==> config.mk <==
export PLATFORM = sky130hd
export DESIGN_NAME = uart_tx_core
export DESIGN_NICKNAME = d
export VERILOG_FILES = /design/src/rtl/uart_tx_pkg.sv /design/src/rtl/uart_tx_serializer.sv /design/src/rtl/uart_tx_core.sv
export SDC_FILE = /design/constraint.sdc
export NUM_CORES = 1
export LEC_CHECK = 0
export ABC_AREA = 1
export BUFFER_PORTS_ARGS = -buffer_cell sky130_fd_sc_hd__buf_2
export CAP_MARGIN = 20
export CORE_MARGIN = 2
export CORE_UTILIZATION = 45
export DETAILED_ROUTE_END_ITERATION = 10
export PLACE_DENSITY = 0.65
export SLEW_MARGIN = 20
export SYNTH_ARGS = -nofsm -noshare
export SYNTH_HDL_FRONTEND = slang
export SYNTH_HIERARCHICAL = 1
export SYNTH_SLANG_ARGS = --single-unit
==> constraint.sdc <==
create_clock -name clk -period 1.99 [get_ports clk]
set_clock_uncertainty 0.2 [all_clocks]
set_input_delay 0.2985 -clock clk [delete_from_list [all_inputs] [get_ports clk]]
set_output_delay 0.2985 -clock clk [all_outputs]
set_load 0.05 [all_outputs]
==> src/rtl/uart_tx_pkg.sv <==
// rtl/uart_tx_pkg.sv - shared state encoding, default payload width and parity-type constants
package uart_tx_pkg;

  localparam int   DATA_WIDTH_DEF = 8;
  localparam logic PAR_EVEN       = 1'b0;
  localparam logic PAR_ODD        = 1'b1;

  typedef enum logic [2:0] {
    IDLE   = 3'd0,
    START  = 3'd1,
    DATA   = 3'd2,
    PARITY = 3'd3,
    STOP   = 3'd4
  } tx_state_t;

endpackage

==> src/rtl/uart_tx_serializer.sv <==
// rtl/uart_tx_serializer.sv - LSB-first payload shifter with bit index and last-bit flag
module uart_tx_serializer #(
  parameter int DATA_WIDTH = 8
) (
  input  logic                  clk,
  input  logic                  reset,
  input  logic                  load,
  input  logic                  shift,
  input  logic [DATA_WIDTH-1:0] data,
  output logic                  cur_bit,
  output logic                  done
);
  localparam int IDX_W = (DATA_WIDTH > 1) ? $clog2(DATA_WIDTH) : 1;

  logic [DATA_WIDTH-1:0] shreg;
  logic [IDX_W-1:0]      idx;
  logic                  primed;

  // The first shift presents bit 0 on the line; later shifts advance the
  // index, so idx always names the payload bit currently being driven.
  always_ff @(posedge clk) begin
    if (reset) begin
      shreg  <= '0;
      idx    <= '0;
      primed <= 1'b0;
    end else if (load) begin
      shreg  <= data;
      idx    <= '0;
      primed <= 1'b0;
    end else if (shift) begin
      shreg  <= shreg >> 1;
      primed <= 1'b1;
      if (primed) idx <= idx + 1'b1;
    end
  end

  assign cur_bit = shreg[0];
  assign done    = primed && (idx == IDX_W'(DATA_WIDTH - 1));

endmodule

==> src/rtl/uart_tx_core.sv <==
// rtl/uart_tx_core.sv - UART transmitter: frame FSM, bit timer, parity and registered serial output
module uart_tx_core
  import uart_tx_pkg::*;
#(
  parameter int DATA_WIDTH = DATA_WIDTH_DEF
) (
  input  logic                  clk,
  input  logic                  reset,
  input  logic [DATA_WIDTH-1:0] P_DATA,
  input  logic                  DATA_VALID,
  input  logic                  PAR_EN,
  input  logic                  PAR_TYP,
  input  logic [5:0]            Prescale,
  output logic                  TX_OUT,
  output logic                  busy
);
  tx_state_t             state, state_n;
  logic [DATA_WIDTH-1:0] data_q;
  logic                  par_en_q, par_typ_q;
  logic [5:0]            presc_q, cnt;
  logic                  tx_n, shift, ser_bit, ser_done;
  logic                  bit_end, accept, parity;

  assign bit_end = (cnt == presc_q - 6'd1);
  assign accept  = DATA_VALID && ((state == IDLE) || ((state == STOP) && bit_end));
  assign parity  = (^data_q) ^ (par_typ_q == PAR_ODD);
  assign busy    = (state != IDLE);

  uart_tx_serializer #(.DATA_WIDTH(DATA_WIDTH)) u_ser (
    .clk     (clk),
    .reset   (reset),
    .load    (accept),
    .shift   (shift),
    .data    (P_DATA),
    .cur_bit (ser_bit),
    .done    (ser_done)
  );

  // tx_n is the line value for the state being entered, so TX_OUT
  // comes straight from a flop and changes exactly at bit boundaries.
  always_comb begin
    state_n = state;
    tx_n    = TX_OUT;
    shift   = 1'b0;
    case (state)
      IDLE: begin
        tx_n = 1'b1;
        if (accept) begin
          state_n = START;
          tx_n    = 1'b0;
        end
      end
      START: begin
        if (bit_end) begin
          state_n = DATA;
          tx_n    = ser_bit;
          shift   = 1'b1;
        end
      end
      DATA: begin
        if (bit_end) begin
          if (!ser_done) begin
            tx_n  = ser_bit;
            shift = 1'b1;
          end else if (par_en_q) begin
            state_n = PARITY;
            tx_n    = parity;
          end else begin
            state_n = STOP;
            tx_n    = 1'b1;
          end
        end
      end
      PARITY: begin
        if (bit_end) begin
          state_n = STOP;
          tx_n    = 1'b1;
        end
      end
      STOP: begin
        if (bit_end) begin
          state_n = accept ? START : IDLE;
          tx_n    = !accept;
        end
      end
      default: begin
        state_n = IDLE;
        tx_n    = 1'b1;
      end
    endcase
  end

  always_ff @(posedge clk) begin
    if (reset) begin
      state     <= IDLE;
      TX_OUT    <= 1'b1;
      cnt       <= '0;
      data_q    <= '0;
      par_en_q  <= 1'b0;
      par_typ_q <= 1'b0;
      presc_q   <= '0;
    end else begin
      state  <= state_n;
      TX_OUT <= tx_n;
      if (accept) begin
        data_q    <= P_DATA;
        par_en_q  <= PAR_EN;
        par_typ_q <= PAR_TYP;
        presc_q   <= (Prescale == 6'd0) ? 6'd1 : Prescale;
        cnt       <= '0;
      end else if (state != IDLE) begin
        cnt <= bit_end ? 6'd0 : cnt + 6'd1;
      end
    end
  end

endmodule

==> results by group, run 1 <==
Status
  – Result of the run: finished with violations
  – Violations in the final reports: setup timing

Place
  – Final weighted congestion in routability-driven placement: about 0.88
  – Detail Placement HPWL: roughly 3.4 mm
  – Placed Cells: around 400
  – Cell area after placement: roughly 2300 sq um
  – Port Buffer Count: 20

Yosys
  – Post-synthesis share of cell area spent on full adders, half adders and majority gates: about 2.4%
  – Proportion of synthesized area in mux cells: 0%
  – Synthesis warning total: 6
  – Post-synth design cell area: about 2100 sq um
  – Area fraction of the dominant cell type after synthesis: 35.8%
  – Most used DFF post-synth: dfxtp_1
  – Dominant cell by count in the synthesized netlist: nand2_1
  – Mean cell area of the mapped netlist: around 6.6 sq um
  – Synthesized instance count: 324
  – Xor/xnor share of the synthesized area: approximately 2.5%
  – Simple-Gate Fraction of Synth Area: roughly a third
  – Top cell type by total area after synthesis: dfxtp_1
  – Top cells by area in the synthesized netlist: dfxtp_1 (36%), nand2_1 (18%), inv_1 (7.4%)
  – Asr flop ratio synth: 0%
  – Most common library cells after synthesis: nand2_1 (104), inv_1 (42), dfxtp_1 (38)
  – Sequential cell area fraction in the yosys report: between 30% and 40%
  – Number of flops mapped to enable cells by yosys: 0
  – Total nets after synthesis: between 300 and 400
  – Number of different library cells in the post-synthesis netlist: 27
  – Count of state elements after synthesis: 38
  – Dominant combinational cell family by area after synthesis: simple AND/OR/NAND/NOR gates
  – Compound-Gate Fraction of Synth Area: ~14%

Power and ir drop
  – Ratio of total power to cell area: around 1400 nW/um^2
  – Net Sw Power: 1.67 mW
  – Max VDD drop: 722 uV
  – Total power: approximately 3.7 mW
  – Static leakage: 1.26 nW
  – Internal power contribution: roughly 2 mW
  – Clock group share of total power: roughly 14%
  – Sequential group share of total power: 29.9%
  – Switching Fraction: 45.7%
  – Combinational share of power: between 50% and 60%

Floorplan
  – Initial core utilization: between 40% and 50%
  – Core ar.: roughly 4400 sq um
  – Die boundary width: roughly 73 microns
  – Row count: 24
  – Vertical extent of the die: 72.7 microns
  – Number of top-level pins: 21
  – Die Outline Area: 5290 sq um

Timing
  – Final number of setup-violating endpoints: 31
  – Worst hold-check slack: 54.4 ps
  – Setup TNS Final: -1130 ps
  – Worst-case headroom to the max-slew limit: 61.7%
  – Transition time at the pin with the least slew margin: 575 ps
  – Final cycle utilization of the critical path: 104%
  – Number of hold-slack violations in the final timing report: 0
  – Setup WS post-layout: -72.2 ps
  – Max-slew violation count: 0
  – Max frequency: ~0.48 GHz
  – Minimum clock period after layout: ~2100 ps
  – Setup repair after global routing missed its margin: true

Clock network
  – Clock tree from TritonCTS: yes
  – Number of buffers created by CTS: 5
  – Worst-path clk slew: 70 ps
  – Clock root buffer: clkbuf_8
  – Number of buffers added to fix hold violations after cts: 0
  – Maximum count of clock buffers along a single path: 2
  – Number of H-tree levels: 2
  – Count of clock tree sinks: 38
  – Clk Latency, worst-skew pair: about 290 ps

Critical path
  – Kind of end point of the critical path: flop
  – Critical path data arrival time: between 2000 and 2500 ps
  – Critical path data required time: approximately 2000 ps
  – Type of the worst setup path: flop to flop
  – Element type at the critical path start: flop
  – Critical-path maximum fanout: 6

Detailed routing
  – Number of iterations in the first detailed-routing pass: 4
  – Post-route ant nets: 0
  – Count of unresolved DRC violations after routing: 0
  – Iteration-0 DRC count of the detailed router: 59
  – Total number of vias: 2042
  – Final routed wire length divided by cell count: 11.3 microns
  – Total length of routed wires: 4.72 mm
  – Vias/cell: 4.91

Run
  – Number of max-cap violations: 0

Final layout
  – Number of nets in the layout: between 300 and 400
  – Count of filler cells inserted in the layout: approximately 430
  – Antenna cell count: 0
  – Relative area change from synthesis to final layout: 26.4%
  – Cell Count, Final, Fillers Out: about 420
  – Share of post-route cells with drive strength above 1: between 20% and 30%
  – Final non-filler cell area: ~2700 sq um

Global routing
  – Wire length of the first global-routing pass: 7.65 mm
  – Global Route Usage Sum: a little under a fifth
  – Antenna violations before repair: 0
  – Total grt overflow: 0
  – Largest net degree at the start of global routing: 18
  – Via count of the first global-routing pass: 1856

Min path
  – Class of the most critical hold timing path: input pin to flop
==> power by group through the flow <==
stage | combinational, mW | clock [mW] | sequential [mW]
6_report | 2.06 | 0.499 | 1.09
5_1_grt | 2.30 | 0.544 | 1.11
4_1_cts | 1.75 | 0.518 | 1.07
3_5_place_dp | 1.69 | 0 | 1.09
3_3_place_gp | 1.68 | 0 | 1.09
2_1_floorplan | 1.34 | 0 | 1.09
==> logic make-up after synthesis <==
group / Yosys count
AO/OA/AOI/OAI: 53
XOR/XNOR: 6
adder cells (fa/ha/maj): 4
buffers and inverters: 56
flip-flops: 38
AND/OR/NAND/NOR: 167
==> final cells by class <==
type / instances / area (sq um) / area share (%)
clock buffers: 7 / 76.3 / 2.84
inverters: 49 / 199 / 7.41
multi-input cells: 230 / 1310 / 48.7
flip-flops and latches: 38 / 763 / 28.4
well taps: 52 / 65.1 / 2.42
repair buffers: 40 / 273 / 10.2
==> worst max-delay path, stage by stage (launching register included) <==
cell and delay, ps:
dfxtp_2 330, inv_2 50, ha_4 250, inv_2 30, nand2_1 50, nand2_1 50
nor2_1 80, nand2_1 80, nor2_2 130, nand3_4 120, nand2_4 110, nand2_8 70
clkinv_8 80, buf_4 110, nand2_1 60, nand2_1 80, a21oi_2 50
==> stage by stage <==
| stage | utilization [%] | setup slack (ps) |
|---|---|---|
| after global placement | 52.8 | -13.0 |
| after global routing | 60.4 | -176 |
| after detailed placement | 52.8 | -47.3 |
| after CTS | 55.5 | -25.1 |
| after floorplan | - | -68.9 |
| final | 60.4 | -72.2 |
==> state kept, by name (all words and copies together), names as in the netlist, 3 cells and up <==
register / flops
u_ser/shreg: 8
data_q: 8
state: 3
cnt: 6
u_ser/idx: 3
presc_q: 6
==> path summary, 6_finish.rpt <==
kind	start	cells past startpoint	endpoint	slack (ps)
worst max-delay path	presc_q[0]	16	u_ser/shreg[2]	-70
worst max register to register	presc_q[0]	16	u_ser/shreg[2]	-70
worst min-delay path	PAR_TYP	3	par_typ_q	50
worst min register to register	u_ser/shreg[4]	2	u_ser/shreg[4]	260
==> routing by layer <==
layer	up-vias	track usage, %	share of wire [%]
li1	1097	-	-
met1	916	23.4	49
met2	22	30.1	47
met3	7	4.01	2.8
met4	0	7.20	1.1
met5	-	0	0
==> placed cells by master, fill, tap and decap left out, drive strengths merged <==
cell type,n
o211a,1
nor2,32
o21ai,19
dfxtp,38
nand3,19
or4,1
o21bai,1
clkbuf,7
a21oi,32
xor2,5
nor3,5
clkinv,1
nand3b,1
ha,4
inv,48
xnor2,1
nand2,109
buf,40
==> repair_timing <==
action / 4_1_cts / 5_1_grt
buffers inserted: 1 / 5
endpoints found under the hold margin: 0 / 0
pin swaps: 0 / 16
setup endpoints to repair: 23 / 39
gates cloned: 1 / 0
resized for setup: 16 / 49
Note: power is estimated with default switching activity, not from simulation.
==> run 2, diff against run 1 <==
--- a/config.mk
+++ b/config.mk
@@ -10,3 +10,2 @@
 export CAP_MARGIN = 20
-export CORE_MARGIN = 2
 export CORE_UTILIZATION = 45
@@ -14,3 +13,2 @@
 export PLACE_DENSITY = 0.65
-export SLEW_MARGIN = 20
 export SYNTH_ARGS = -nofsm -noshare
==> constraint.sdc (replaced) <==
create_clock -name clk -period 1.99 [get_ports clk]
set_clock_uncertainty 0.2 [all_clocks]
set_input_delay 0.398 -clock clk [delete_from_list [all_inputs] [get_ports clk]]
set_output_delay 0.398 -clock clk [all_outputs]
set_load 0.05 [all_outputs]
==> results by group, run 2 (same netlist as run 1, synthesis figures left out) <==
Status
  – Result of the run: finished with violations
  – Violations in the final reports: DRC, setup timing

Critical path
  – Most repeated library cell on the critical path: nand2_1
  – Element type at the critical path start: flop
  – Worst-path cell with the longest stage delay: dfxtp_2
  – Kind of end point of the critical path: flop
  – Top Family by Delay on Critical Path: simple AND/OR/NAND/NOR gates
  – Number of buffers and inverters on the critical path: 4 (unchanged)
  – Series of cell instances along the critical path: inv_2 -> ha_4 -> inv_2 -> nand2_1 -> nand2_1 -> nor2_1 -> nand2_1 -> nor2_2 -> nand3_4 -> a21oi_4 -> buf_6 -> nor2_4 -> nand2_1 -> nand3_1 -> nand2_1 -> inv_1
  – Slowest stage delay, CP: 340 ps (about the same)
  – Critical path data required time: 1970 ps (about the same)
  – Critical path data arrival time: 2020 ps (about the same)
  – Type of the worst setup path: flop to flop
  – Critical-path maximum fanout: 8 (+2)

Final layout
  – FF+latch area: 762 sq um (-0.16%)
  – Commonest non-fill, non-tap cells in the layout: nand2_1 (102), inv_1 (40), dfxtp_1 (37)
  – Antenna cell count: 0 (unchanged)
  – Multi-input logic area: 1180 sq um (-9.8%)
  – Registers with the highest flip-flop counts: data_q: 8 flops, u_ser/shreg: 8 flops
  – Count of filler cells inserted in the layout: 450 (+4.2%)
  – Number of nets in the layout: 382 (-1.3%)
  – Leading cell type in the layout, fill and taps excluded: nand2_1
  – Relative area change from synthesis to final layout: 18.0%
  – Share of post-route cells with drive strength above 1: 22.5% (-6.3 points)
  – Final design utilization: 56.4% (-4.0 points)

Power and ir drop
  – Max VDD drop: 564 uV (-22%)
  – Clock group share of total power: 15.9% (+2.2 points)
  – Ratio of total power to cell area: 1370 nW/um^2 (+0.84%)
  – Internal power contribution: 1.89 mW (-4.7%)
  – Static leakage: 1.22 nW (-3.5%)
  – Combinational share of power: 52.5% (-3.9 points)
  – Net Sw Power: 1.55 mW (-7.2%)
  – Switching Fraction: 45.0% (-0.66 points)
  – Sequential group share of total power: 31.6% (+1.7 points)
  – Total power: 3.44 mW (-5.8%)

Clock network
  – Worst-path clk slew: 80 ps (about the same)
  – Count of clock tree sinks: 38 (unchanged)
  – Clock root buffer: clkbuf_8
  – Clk Latency, worst-skew pair: 290 ps (about the same)
  – Number of buffers created by CTS: 5 (unchanged)
  – Number of buffers added to fix hold violations after cts: 0 (unchanged)
  – Number of H-tree levels: 2 (unchanged)
  – Maximum count of clock buffers along a single path: 2 (unchanged)
  – Clock tree from TritonCTS: yes

Run
  – Number of max-cap violations: 0 (unchanged)

Detailed routing
  – Total length of routed wires: 4.57 mm (-3.1%)
  – Count of unresolved DRC violations after routing: 2 (+2)
  – Number of iterations in the first detailed-routing pass: 8 (+4)
  – Post-route ant nets: 0 (unchanged)
  – Vias/cell: 4.86 (-0.96%)
  – Final routed wire length divided by cell count: 11.1 microns (-2.2%)
  – Iteration-0 DRC count of the detailed router: 97 (+64%)
  – Total number of vias: 2003 (-1.9%)

Timing
  – Setup WS post-layout: -46.5 ps (+25.7 ps)
  – Minimum clock period after layout: 2040 ps (-25.7 ps)
  – Number of hold-slack violations in the final timing report: 0 (unchanged)
  – Max frequency: 0.491 GHz (+1.3%)
  – Final cycle utilization of the critical path: 102% (-1.3 points)
  – Transition time at the pin with the least slew margin: 243 ps (-331 ps)
  – Max-slew violation count: 0 (unchanged)
  – Worst hold-check slack: 152 ps (+97.2 ps)
  – Setup repair after global routing missed its margin: true
  – Final number of setup-violating endpoints: 13 (-58%)
  – Worst-case headroom to the max-slew limit: 83.7% (+22 points)

Place
  – Port Buffer Count: 20 (unchanged)
  – Detail Placement HPWL: 3.42 mm (+0.29%)
  – Final weighted congestion in routability-driven placement: 0.813 (-7.5%)
  – Dpl ws: -56.1 ps (-8.80 ps)

Min path
  – Class of the most critical hold timing path: input pin to flop

Floorplan
  – Initial core utilization: 47.8% (unchanged)
  – Core ar.: 4440 sq um (unchanged)
  – Vertical extent of the die: 70.7 microns (-2.8%)
  – Number of top-level pins: 21 (unchanged)
  – Row count: 24 (unchanged)
  – Die Outline Area: 5000 sq um (-5.4%)
  – Die boundary width: 70.7 microns (-2.8%)

Global routing
  – Global Route Usage Sum: 20.0% (+1.7 points)
  – Total grt overflow: 0 (unchanged)
  – Via count of the first global-routing pass: 1890 (+1.8%)
  – Largest net degree at the start of global routing: 15 (-3)
  – Wire length of the first global-routing pass: 8.01 mm (+4.7%)
  – Antenna violations before repair: 0 (unchanged)
run 2: changes by cell type in the layout (fill, tap and decap cells not counted), moves of 3 or more:
cell and delta:
nor2_4 -3, a21oi_1 +3, nand2_1 +12, buf_6 -3, nand2_2 -9, nor2_2 +3
run 2: area by class of cell:
| class | instances | share of cell area, % |
|---|---|---|
| well taps | 52 | 2.59 |
| flip-flops and latches | 38 | 30.4 |
| multi-input cells | 230 | 47.1 |
| clock buffers | 7 | 3.44 |
| repair buffers | 35 | 8.63 |
| clock inverters | 1 | 0.200 |
| inverters | 49 | 7.63 |
run 2: final timing paths:
path / start / endpoint / slack (ps) / cells after the start
worst max-delay path: presc_q[0] / u_ser/shreg[3] / -50 / 16
worst min-delay path: PAR_TYP / par_typ_q / 150 / 3
worst max register to register: presc_q[0] / u_ser/shreg[3] / -50 / 16
worst min register to register: u_ser/shreg[7] / u_ser/shreg[7] / 260 / 2
run 2: routing by layer:
layer	wire length (microns)	vias up	global-route usage, %	part of all wire [%]
met5	0	-	0	0
met4	55	0	6.89	1.2
met3	119	7	4.13	2.6
met2	2080	28	34.1	45
met1	2320	887	25.3	51
li1	-	1081	-	-
run 2: power by group through the flow:
stage / clock [mW] / sequential (mW) / combinational [mW]
final: 0.548 / 1.09 / 1.80
after CTS: 0.565 / 1.08 / 1.73
after global routing: 0.600 / 1.10 / 2.05
after detailed placement: 0 / 1.09 / 1.68
after global placement: 0 / 1.09 / 1.67
after floorplan: 0 / 1.09 / 1.34
run 2: worst reg2reg max path: stages, from the launching register on:
cell     delay (ps)
dfxtp_2         340
inv_2            50
ha_4            260
inv_2            20
nand2_1          50
nand2_1          40
nor2_1           80
nand2_1          60
nor2_2          120
nand3_4         120
a21oi_4         170
buf_6           160
nor2_4           70
nand2_1          60
nand3_1          60
nand2_1          60
inv_1            40
run 2: per-stage QoR:
step / instance area [sq um] / cells / TNS (ps)
5_1_grt: 2510 / 412 / -5020
4_1_cts: 2480 / 411 / -466
3_5_place_dp: 2340 / 402 / -372
3_3_place_gp: 2340 / 402 / -21.4
6_report: 2510 / 412 / -291
2_1_floorplan: 2140 / 324 / -258
run 2: repair_timing:
action	CTS	global route
gates cloned	1	0
setup endpoints to repair	27	39
buffers inserted	0	1
pin swaps	3	4
gates resized for setup	13	12
==> run 3, diff against run 2 <==
- CORE_UTILIZATION: 45 -> 53
- PLACE_DENSITY: 0.65 -> 0.75
==> results by group, run 3 (same netlist as run 1, synthesis figures left out) <==
Status
  – Result of the run: finished with violations
  – Violations in the final reports: setup timing

Timing
  – Setup repair after global routing missed its margin: true
  – Setup TNS Final: -3250 ps (-2960 ps)
  – Final cycle utilization of the critical path: 108% (+5.4 points)
  – Max frequency: 0.467 GHz (-5.0%)
  – Minimum clock period after layout: 2140 ps (+107 ps)
  – Max-slew violation count: 0 (unchanged)
  – Final number of setup-violating endpoints: 38 (+25)
  – Transition time at the pin with the least slew margin: 978 ps (+734 ps)
  – Number of hold-slack violations in the final timing report: 0 (unchanged)
  – Worst-case headroom to the max-slew limit: 34.7% (-49 points)
  – Setup WS post-layout: -153 ps (-107 ps)

Critical path
  – Slowest stage delay, CP: 340 ps (about the same)
  – Most repeated library cell on the critical path: nand2_1
  – Critical path data required time: 1990 ps (+20 ps)
  – Element type at the critical path start: flop
  – Launching point of the worst reg2reg path: presc_q[1]
  – Register-to-register setup slack: -150 ps (-110 ps)
  – Type of the worst setup path: flop to flop
  – Critical path data arrival time: 2140 ps (+120 ps)
  – Critical register-to-register path endpoint: TX_OUT
  – Critical-path maximum fanout: 8 (unchanged)
  – Worst-path cell with the longest stage delay: dfxtp_2
  – Kind of end point of the critical path: flop
  – Count of cells along the worst register-to-register path: 16 (unchanged)
  – Series of cell instances along the critical path: inv_2 -> ha_4 -> inv_2 -> nand2_1 -> nand2_1 -> nor2_1 -> nand2_1 -> nor2_2 -> nand3_4 -> nand2_2 -> nand2_4 -> buf_12 -> nand2_1 -> nand3_2 -> nand2_1 -> nand2_1

Floorplan
  – Vertical extent of the die: 65.3 microns (-7.6%)
  – Die Outline Area: 4270 sq um (-15%)
  – Number of top-level pins: 21 (unchanged)
  – Die boundary width: 65.3 microns (-7.6%)
  – Row count: 22 (-8.3%)
  – Core ar.: 3740 sq um (-16%)
  – Initial core utilization: 56.8% (+8.9 points)

Final layout
  – Number of nets in the layout: 386 (+1.0%)
  – Registers with the highest flip-flop counts: data_q: 8 flops, u_ser/shreg: 8 flops
  – Leading cell type in the layout, fill and taps excluded: nand2_1
  – Relative area change from synthesis to final layout: 29.9%
  – Commonest non-fill, non-tap cells in the layout: nand2_1 (96), inv_1 (40), dfxtp_1 (35)
  – Share of post-route cells with drive strength above 1: 29.9% (+7.4 points)
  – Count of filler cells inserted in the layout: 286 (-36%)
  – Final non-filler cell area: 2760 sq um (+10%)
  – Antenna cell count: 0 (unchanged)

Run
  – Number of max-cap violations: 0 (unchanged)

Place
  – Port Buffer Count: 20 (unchanged)
  – Detail Placement HPWL: 3.27 mm (-4.3%)
  – Final weighted congestion in routability-driven placement: 0.809 (-0.44%)
  – Cell area after placement: 2320 sq um (-0.96%)

Global routing
  – Met2 usage: 40.9% (+6.8 points)
  – Met1 global-route usage: 29.8% (+4.5 points)
  – Antenna violations before repair: 0 (unchanged)
  – Largest net degree at the start of global routing: 32 (+17)
  – Via count of the first global-routing pass: 1854 (-1.9%)
  – Met3 track utilization from global routing: 5.73% (+1.6 points)
  – Wire length of the first global-routing pass: 7.96 mm (-0.69%)
  – Global Route Usage Sum: 24.5% (+4.5 points)
  – Busiest grt layer: met2
  – Total grt overflow: 0 (unchanged)

Clock network
  – Number of buffers added to fix hold violations after cts: 0 (unchanged)
  – Worst-path clk slew: 80 ps (about the same)
  – Clock root buffer: clkbuf_8
  – Clk Latency, worst-skew pair: 300 ps (about the same)
  – Clock tree from TritonCTS: yes
  – Number of buffers created by CTS: 5 (unchanged)
  – Count of clock tree sinks: 38 (unchanged)
  – Maximum count of clock buffers along a single path: 2 (unchanged)
  – Number of H-tree levels: 2 (unchanged)

Detailed routing
  – Vias/cell: 5.10 (+5.0%)
  – Total length of routed wires: 5.34 mm (+17%)
  – Final routed wire length divided by cell count: 13.0 microns (+17%)
  – Number of iterations in the first detailed-routing pass: 5 (-3)
  – Count of unresolved DRC violations after routing: 0 (-2)
  – Total number of vias: 2103 (+5.0%)
  – Post-route ant nets: 0 (unchanged)
  – Iteration-0 DRC count of the detailed router: 93 (-4.1%)

Power and ir drop
  – Clock group share of total power: 19.9% (+4.0 points)
  – Total power: 4.14 mW (+20%)
  – Ratio of total power to cell area: 1500 nW/um^2 (+9.3%)
  – Internal power contribution: 2.37 mW (+25%)
  – Sequential group share of total power: 26.4% (-5.2 points)
  – Switching Fraction: 42.7% (-2.3 points)
  – Combinational share of power: 53.7% (+1.2 points)
  – Net Sw Power: 1.77 mW (+14%)
  – Static leakage: 1.32 nW (+8.1%)
  – Max VDD drop: 960 uV (+70%)

Min path
  – End point of the worst hold path: par_typ_q
  – Source of the worst hold timing path: PAR_TYP
  – Class of the most critical hold timing path: input pin to flop
  – Number of cells traversed by the worst hold path: 3 (unchanged)
-- run 3: cell count changes in the layout (fill, tap and decap cells not counted), sizes merged --
cell,previous run,this run
bufinv,0,2
inv,49,48
buf,35,37
clkbuf,7,8
-- run 3: worst max path at each step --
stage,cells after the start,slack (ps),endpoint,startpoint
5_1_grt,16,-270,TX_OUT,presc_q[0]
4_1_cts,16,-40,TX_OUT,presc_q[0]
3_5_place_dp,16,-40,u_ser/shreg[3],presc_q[0]
3_3_place_gp,15,-40,u_ser/idx[2],presc_q[0]
6_report,16,-150,TX_OUT,presc_q[1]
2_1_floorplan,18,-70,u_ser/shreg[0],presc_q[0]
-- run 3: what timing repair did --
action | CTS | global route
resized for setup | 13 | 47
pin swaps | 1 | 3
endpoints found under the setup margin | 23 | 39
cloned | 1 | 2
buffers inserted | 0 | 7
-- run 3: routing by layer --
metal	up-vias	routed length (microns)
met3	14	173
met1	951	2410
li1	1097	-
met2	41	2630
met5	-	0
met4	0	126
-- run 3: power by group through the flow --
stage | sequential [mW] | combinational, mW | clock [mW]
6_report | 1.09 | 2.22 | 0.823
5_1_grt | 1.12 | 2.42 | 0.860
4_1_cts | 1.08 | 1.72 | 0.830
3_5_place_dp | 1.09 | 1.65 | 0
3_3_place_gp | 1.09 | 1.64 | 0
2_1_floorplan | 1.09 | 1.34 | 0
-- run 3: layout make-up --
type | instances | area, sq um | share of cell area, %
sequential | 38 | 764 | 27.7
inverter | 49 | 199 | 7.21
tap | 48 | 60.1 | 2.18
clock inverter | 2 | 60.1 | 2.18
multi-input combinational | 230 | 1280 | 46.3
clock buffer | 6 | 82.6 | 2.99
timing repair buffer | 39 | 315 | 11.4
-- run 3: through the flow --
step | setup WS, ps | instances | utilization, % | hold slack (ps)
finish | -153 | 412 | 73.7 | 166
global route | -271 | 412 | 73.7 | 171
CTS | -37.9 | 403 | 67.0 | 169
detailed placement | -44.7 | 394 | 62.0 | 259
global placement | -40.7 | 394 | 62.0 | 253
floorplan | -68.9 | 324 | - | 239
-- run 3: critical path, delay by kind of cell, from the launching register on --
family        cells  cell delay [ps]
simple gates     12              970
flops             1              340
buf+inv           3              260
fa+ha+maj         1              260
